File: src/rtl/cm0_irq_pkg.sv
// Shared definitions for the Cortex-M0 interrupt expander: register map and AHB-Lite encodings.
package cm0_irq_pkg;

  typedef enum logic [1:0] {
    REG_ENABLE  = 2'd0,
    REG_MODE    = 2'd1,
    REG_PENDING = 2'd2,
    REG_RAW     = 2'd3
  } reg_sel_e;

  localparam logic [1:0] HTRANS_IDLE   = 2'b00;
  localparam logic [1:0] HTRANS_BUSY   = 2'b01;
  localparam logic [1:0] HTRANS_NONSEQ = 2'b10;
  localparam logic [1:0] HTRANS_SEQ    = 2'b11;

  localparam logic [2:0] HSIZE_BYTE = 3'b000;
  localparam logic [2:0] HSIZE_HALF = 3'b001;
  localparam logic [2:0] HSIZE_WORD = 3'b010;

endpackage

File: src/rtl/cm0_irq_sync.sv
// Multi-bit, multi-stage synchroniser; every stage clears to 0 on reset.
module cm0_irq_sync #(
  parameter int WIDTH  = 1,
  parameter int STAGES = 2
) (
  input  logic             clk,
  input  logic             rst_n,
  input  logic [WIDTH-1:0] d,
  output logic [WIDTH-1:0] q
);

  logic [WIDTH-1:0] chain_q [STAGES];

  // NOTE: the chain is a handful of flops, not a RAM, so it is safe and required to reset it.
  always_ff @(posedge clk or negedge rst_n) begin
    if (!rst_n) begin
      for (int s = 0; s < STAGES; s++) chain_q[s] <= '0;
    end else begin
      chain_q[0] <= d;
      for (int s = 1; s < STAGES; s++) chain_q[s] <= chain_q[s-1];
    end
  end

  assign q = chain_q[STAGES-1];

endmodule

File: src/rtl/cm0_irq_expander.sv
// Interrupt front-end: synchronises NUM_SRC sources, applies enable/level/edge config and
// folds them onto the core IRQ lines; configured through a zero-wait-state AHB-Lite slave.
module cm0_irq_expander
  import cm0_irq_pkg::*;
#(
  parameter int NUM_SRC     = 32,
  parameter int NUM_IRQ     = 16,
  parameter int SYNC_STAGES = 2
) (
  input  logic               HCLK,
  input  logic               HRESETn,
  input  logic               HSEL,
  input  logic [31:0]        HADDR,
  input  logic [1:0]         HTRANS,
  input  logic               HWRITE,
  input  logic [2:0]         HSIZE,
  input  logic [31:0]        HWDATA,
  input  logic               HREADY,
  output logic               HREADYOUT,
  output logic               HRESP,
  output logic [31:0]        HRDATA,
  input  logic [NUM_SRC-1:0] SRC,
  output logic [15:0]        IRQ
);

  logic               dp_valid, dp_write, dp_word;
  reg_sel_e           dp_sel;
  logic [NUM_SRC-1:0] enable_q, mode_q, pending_q, prev_q;
  logic [NUM_SRC-1:0] sync_q, edge_det, w1c, act, wdata;
  logic [15:0]        irq_nxt;
  logic               addr_accept, wr_en;
  logic               unused_ok;

  cm0_irq_sync #(.WIDTH(NUM_SRC), .STAGES(SYNC_STAGES)) u_sync (
    .clk   (HCLK),
    .rst_n (HRESETn),
    .d     (SRC),
    .q     (sync_q)
  );

  assign addr_accept = HSEL & HTRANS[1] & HREADY;
  assign wr_en       = dp_valid & dp_write & dp_word;
  assign wdata       = HWDATA[NUM_SRC-1:0];
  assign edge_det    = sync_q & ~prev_q;
  assign w1c         = (wr_en && dp_sel == REG_PENDING) ? wdata : '0;
  assign act         = (mode_q & pending_q) | (~mode_q & sync_q);

  always_comb begin
    // NOTE: default first so no path through the loop can leave a bit unassigned (no latch).
    irq_nxt = '0;
    for (int i = 0; i < NUM_SRC; i++) irq_nxt[i % NUM_IRQ] = irq_nxt[i % NUM_IRQ] | (enable_q[i] & act[i]);
  end

  // NOTE: all state uses non-blocking assignments so every flop samples pre-edge values.
  always_ff @(posedge HCLK or negedge HRESETn) begin
    if (!HRESETn) begin
      dp_valid  <= 1'b0;
      dp_write  <= 1'b0;
      dp_word   <= 1'b0;
      dp_sel    <= REG_ENABLE;
      enable_q  <= '0;
      mode_q    <= '0;
      pending_q <= '0;
      prev_q    <= '0;
      IRQ       <= '0;
    end else begin
      dp_valid <= addr_accept;
      dp_write <= HWRITE;
      dp_word  <= (HSIZE == HSIZE_WORD);
      dp_sel   <= reg_sel_e'(HADDR[3:2]);
      prev_q   <= sync_q;
      IRQ      <= irq_nxt;
      if (wr_en && dp_sel == REG_ENABLE) enable_q <= wdata;
      if (wr_en && dp_sel == REG_MODE)   mode_q   <= wdata;
      // A new edge wins over a W1C landing on the same edge; level-mode bits never hold.
      pending_q <= ((pending_q & ~w1c) | (edge_det & mode_q)) & mode_q;
    end
  end

  always_comb begin
    HRDATA = '0;
    if (dp_valid && !dp_write) begin
      unique case (dp_sel)
        REG_ENABLE:  HRDATA = 32'(enable_q);
        REG_MODE:    HRDATA = 32'(mode_q);
        REG_PENDING: HRDATA = 32'(pending_q & mode_q);
        REG_RAW:     HRDATA = 32'(sync_q);
      endcase
    end
  end

  assign HREADYOUT = 1'b1;
  assign HRESP     = 1'b0;
  assign unused_ok = ^{HADDR[31:4], HADDR[1:0], HTRANS[0], HWDATA};

endmodule
File: config.mk
export PLATFORM = sky130hd
export DESIGN_NAME = cm0_irq_expander
export DESIGN_NICKNAME = d
export VERILOG_FILES = /design/src/rtl/cm0_irq_pkg.sv /design/src/rtl/cm0_irq_sync.sv /design/src/rtl/cm0_irq_expander.sv
export SDC_FILE = /design/constraint.sdc
export NUM_CORES = 1
export LEC_CHECK = 0
export CORE_MARGIN = 1
export CORE_UTILIZATION = 31
export CTS_CLUSTER_DIAMETER = 150
export DETAILED_ROUTE_END_ITERATION = 12
export GPL_ROUTABILITY_DRIVEN = 0
export SYNTH_ARGS = -nofsm -noshare
export SYNTH_HDL_FRONTEND = slang
export SYNTH_HIERARCHICAL = 1
export SYNTH_SLANG_ARGS = --single-unit
File: constraint.sdc
create_clock -name HCLK -period 1.9 [get_ports HCLK]
set_input_delay 0.285 -clock HCLK [delete_from_list [all_inputs] [get_ports HCLK]]
set_output_delay 0.285 -clock HCLK [all_outputs]
set_load 0.02 [all_outputs]
; Word-level counts from Yosys, hierarchy flattened
; Index checks and enable logic that the tools add are counted.
[word_totals]
out_inout_bits = 50
inputBits = 106
ff_bits = 213
[classes]
n_mux = 3
n_eq_ne = 4
n_bitwise = 63
n_reduce_logical = 6
[op_table]
columns = cell, n
row1 = $and 32x32->32, 6
row2 = $pmux 32 s4, 1
row3 = $not 32->32, 3
row4 = $mux 32, 2
row5 = $or 32x32->32, 2
row6 = $and 1x1->1, 36
row7 = $or 1x1->1, 16
row8 = $eq 2x2->1 const B, 2
row9 = $logic_and 1x1->1, 4
row10 = $eq 3x2->1 const B, 1
row11 = $eq 2x1->1 const B, 1
row12 = $logic_not 2->1, 1
row13 = $logic_not 1->1, 1

; Logic depth before layout (Yosys ltp)
[depth]
depth_word = 8
ltp_mapped = 7

; Cells and area by module
; The synthesis kept the hierarchy.
[modules_own_cells]
columns = module, instances, cells_per_inst, area_each_um2
row1 = cm0_irq_expander, 1, 626, 6986.7
row2 = cm0_irq_sync, 1, 96, 1841.8

; Worst setup path after synthesis
; OpenSTA, ideal clock, no wires.
[synth_path]
kind = flip-flop to flip-flop
start = reg dp_sel[1]
end = reg enable_q[10]
setup_ns = 0.125
required_ns = 1.775
slack_ns = 0.182
stages_incl_launch_ff = 8
arrival_ns = 1.593
cell_sequence = dfrtp_1 -> buf_6 -> or2_1 -> clkbuf_1 -> or2_1 -> buf_6 -> buf_6 -> mux2_4
[synth_via]
elab_chain_cells = 2
[synth_rtl]
columns = element, line
row1 = from (decl), cm0_irq_expander.sv:27  ; reg_sel_e dp_sel;
row2 = from (signal assigned), cm0_irq_expander.sv:70  ; dp_sel <= reg_sel_e'(HADDR[3:2]);
row3 = $logic_not 2->1, cm0_irq_expander.sv:73  ; if (wr_en && dp_sel == REG_ENABLE) enable_q <= wdata;
row4 = $logic_and 1x1->1, cm0_irq_expander.sv:73
row5 = to (signal assigned), cm0_irq_expander.sv:73
row6 = to (decl), cm0_irq_expander.sv:28  ; logic [NUM_SRC-1:0] enable_q, mode_q, pending_q, prev_q;
; No other way between the ends.
; A chain may end at the register's enable or synchronous reset.

; Final worst setup path
[layout_path]
start = reg dp_sel[1]
end = out HRDATA[11]
[layout_via]
elab_chain_cells = 3
word_cells_on_any_way = 6
[layout_rtl]
columns = element, line
row1 = $eq 2x2->1 (tied with other cells), cm0_irq_expander.sv:83  ; unique case (dp_sel)
row2 = $pmux 32 s4 (*), cm0_irq_expander.sv:83
row3 = $mux 32 (*), cm0_irq_expander.sv:82  ; if (dp_valid && !dp_write) begin
row4 = to (decl), cm0_irq_expander.sv:21  ; output logic [31:0] HRDATA,
; Mark *: on every way between the ends. The rest lies on a longest branch, timed or not.

==> impl_metrics.tcl <==
set metrics [dict create \
    outcome "complete, but fails checks" \
    violations "setup timing" \
    slew_viol_final 0 \
    min_period_ps 2140 \
    final_cells 1226 \
    crit_path_end_kind "primary output" \
    gr-total-overflow 0 \
    fmaxAchievable_mhz 467 \
    ys_types 22 \
    antenna_found_initial 1 \
    vdd_ir_drop_max_uv 601 \
    async_flop_share_pct 100 \
    ys.flop_type "dfrtp_1" \
    dpl.hpwl_um 13800 \
    p_leak_nw 5.09 \
    drt-total-wl_um 21100 \
    ys_ff_latch 213 \
    grt.total_usage_pct 14.9 \
    vias 5792 \
    criticalPathCategory "reg2out" \
    powerDensity_nw_per_um2 931 \
    viasPerCell 4.72 \
    synth.area.top_cells "dfrtp_1 (60%), mux2_4 (5.1%), nor2b_1 (4.6%)" \
    drc 0 \
    first_pass_iters 4 \
    ys_seq_area_share_pct 60.4 \
    pwr-share-seq_pct 46.6 \
    antenna_left 0 \
    drive_gt1_share_pct 24.5 \
    layout_common_cells "dfrtp_1 (211), clkdlybuf4s50_1 (89)" \
    fin_ws_ps -241 \
    cts_max_path_buffers 3 \
    start_util_pct 31.6 \
    io_buffers 122 \
    nFillCells 2675 \
    final_common_cell "dfrtp_1" \
    fin_skew_ps 20.1 \
    syn_nets 828 \
    cap_violations 0 \
    first_global_vias 5874 \
    avgSynthCellArea_sq_um 12.2 \
    crit_fanout 13 \
    yosysWarnings 6 \
    grt_first_pass_wirelength_um 33300 \
    hold_class "in2reg" \
    cellInternalPower_mw 8.15 \
    placed_cells 1179 \
    htreeDepth 1 \
    p_clk_share_pct 45.0 \
    pin_count 156 \
    regToRegSetupSlack_ps 100 \
    p_total_mw 10.6 \
    die_h_um 171 \
    grt_max_degree 76 \
    period_share_pct 113 \
    area_delta_synth_final_pct 28.8 \
    root_buffer "clkbuf_16" \
    p_switching_mw 2.45 \
    swShare_pct 23.1 \
    wire_per_inst_um 17.2 \
    drt_iter0_drc 277 \
    n_antenna_cell 0 \
    die_x_um 171 \
    rsz0062_at_grt "yes" \
    setup_violations 32 \
    crit_path_start_kind "flip-flop" \
    multi_input_area_sq_um 2980 \
    rows 61 \
    cts.sinks 213 \
    cts-buffers-inserted 25 \
    yosysTopAreaCell "dfrtp_1" \
    nNetsFinal 936 \
    combPwrFrac_pct 8.3 \
    synth_top_area_share_pct 60.4 \
    syn_inst 722 \
    die-area_sq_um 29200 \
    area.sequential_sq_um 5330 \
    clk_latency_ps 520 \
    coreArea_sq_um 27900 \
    finalHoldViolations 0 \
    tritoncts "done" \
    worstPathArrival_ps 1860 \
    synth_edf_count 0 \
    netlist_area_sq_um 8830 \
    clk_pin_slew_worst_paths_ps 60 \
    required_ps 1620 \
]
-- kinds of logic (layout without fill, tap and decap cells) --
family,Yosys count,count (layout),synth area share (%)
flops,213,213,60.4
compound gates,208,208,16.1
buf+inv,130,256,7.44
simple gates,105,105,6.56
mux,64,64,9.44
other cells,2,2,0.0851
-- path summary, 6_finish.rpt --
check | startpoint | to | depth (start not counted)
setup / recovery | dp_sel[1] | HRDATA[11] | 4
hold / removal | SRC[21] | u_sync/chain_q[53] | 1
setup reg to reg | dp_sel[0] | mode_q[5] | 4
hold reg to reg | u_sync/chain_q[40] | u_sync/q[8] | 0
max in group asynchronous | HRESETn | u_sync/q[16] | 3
min in group asynchronous | HRESETn | u_sync/q[4] | 2
-- worst max-delay path, stage by stage (launching register included) --
cell and delay, ps:
dfrtp_2 420, or2_4 310, buf_12 170, o221a_2 280, buf_2 160
-- final cells by class --
type	count	share of cell area (%)
clock buffers	32	6.26
repair buffers	147	13.3
multi-input cells	379	26.2
inverters	64	2.11
flip-flops and latches	213	46.9
well taps	378	4.16
clock inverters	13	1.10
-- Yosys cell counts (3+ instances only) --
cell type and instances:
buf_6 5, clkbuf_1 22, buf_4 34, nand2_1 32, mux2_4 30, a21oi_1 64, mux2_2 34, o2bb2ai_1 32
a22o_1 16, inv_1 64, dfrtp_1 213, nor2b_1 65, nor3b_1 3, o21ai_0 64, o221a_2 32, buf_2 3
-- what timing repair did --
item,4_1_cts,5_1_grt
endpoints found under the hold margin,113,0
pin swaps,3,1
hold buffers,1,0
cloned,1,0
resized for setup,146,29
buffers inserted,0,0
setup endpoints to repair,51,75
-- flip-flops by register name (all words and copies together), names as in the netlist, 2 cells and up --
signal	cells
mode_q	32
enable_q	32
u_sync/chain_q	32
IRQ	16
pending_q	32
u_sync/q	32
prev_q	32
dp_sel	2
-- metrics by stage --
step	utilization, %	TNS [ps]	setup WS (ps)	instance area [sq um]	hold slack (ps)
after global routing	40.7	-9060	-306	11400	187
after CTS	40.2	-8860	-298	11200	178
final	40.7	-6840	-241	11400	205
after detailed placement	37.3	-4410	-183	10400	165
after global placement	37.3	-4160	-179	10400	161
after floorplan	-	0	182	8830	-10.6
-- power groups by stage --
stage / Sequential, mW / Combinational, mW / Clock, mW
after detailed placement: 5.01 / 0.869 / 0
after global routing: 4.97 / 0.964 / 5.15
final: 4.94 / 0.882 / 4.77
after CTS: 4.94 / 0.888 / 4.94
after floorplan: 4.98 / 0.439 / 0
after global placement: 5.01 / 0.859 / 0
-- layer usage --
metal  vias up  GRT usage [%]  part of all wire (%)
met4         2           4.62                   2.9
met5         -              0                 0.066
met3        48           3.65                   5.8
li1       2689              -                     -
met2       135           24.0                    46
met1      2918           19.6                    45
Power figures use the tool's default switching activity.
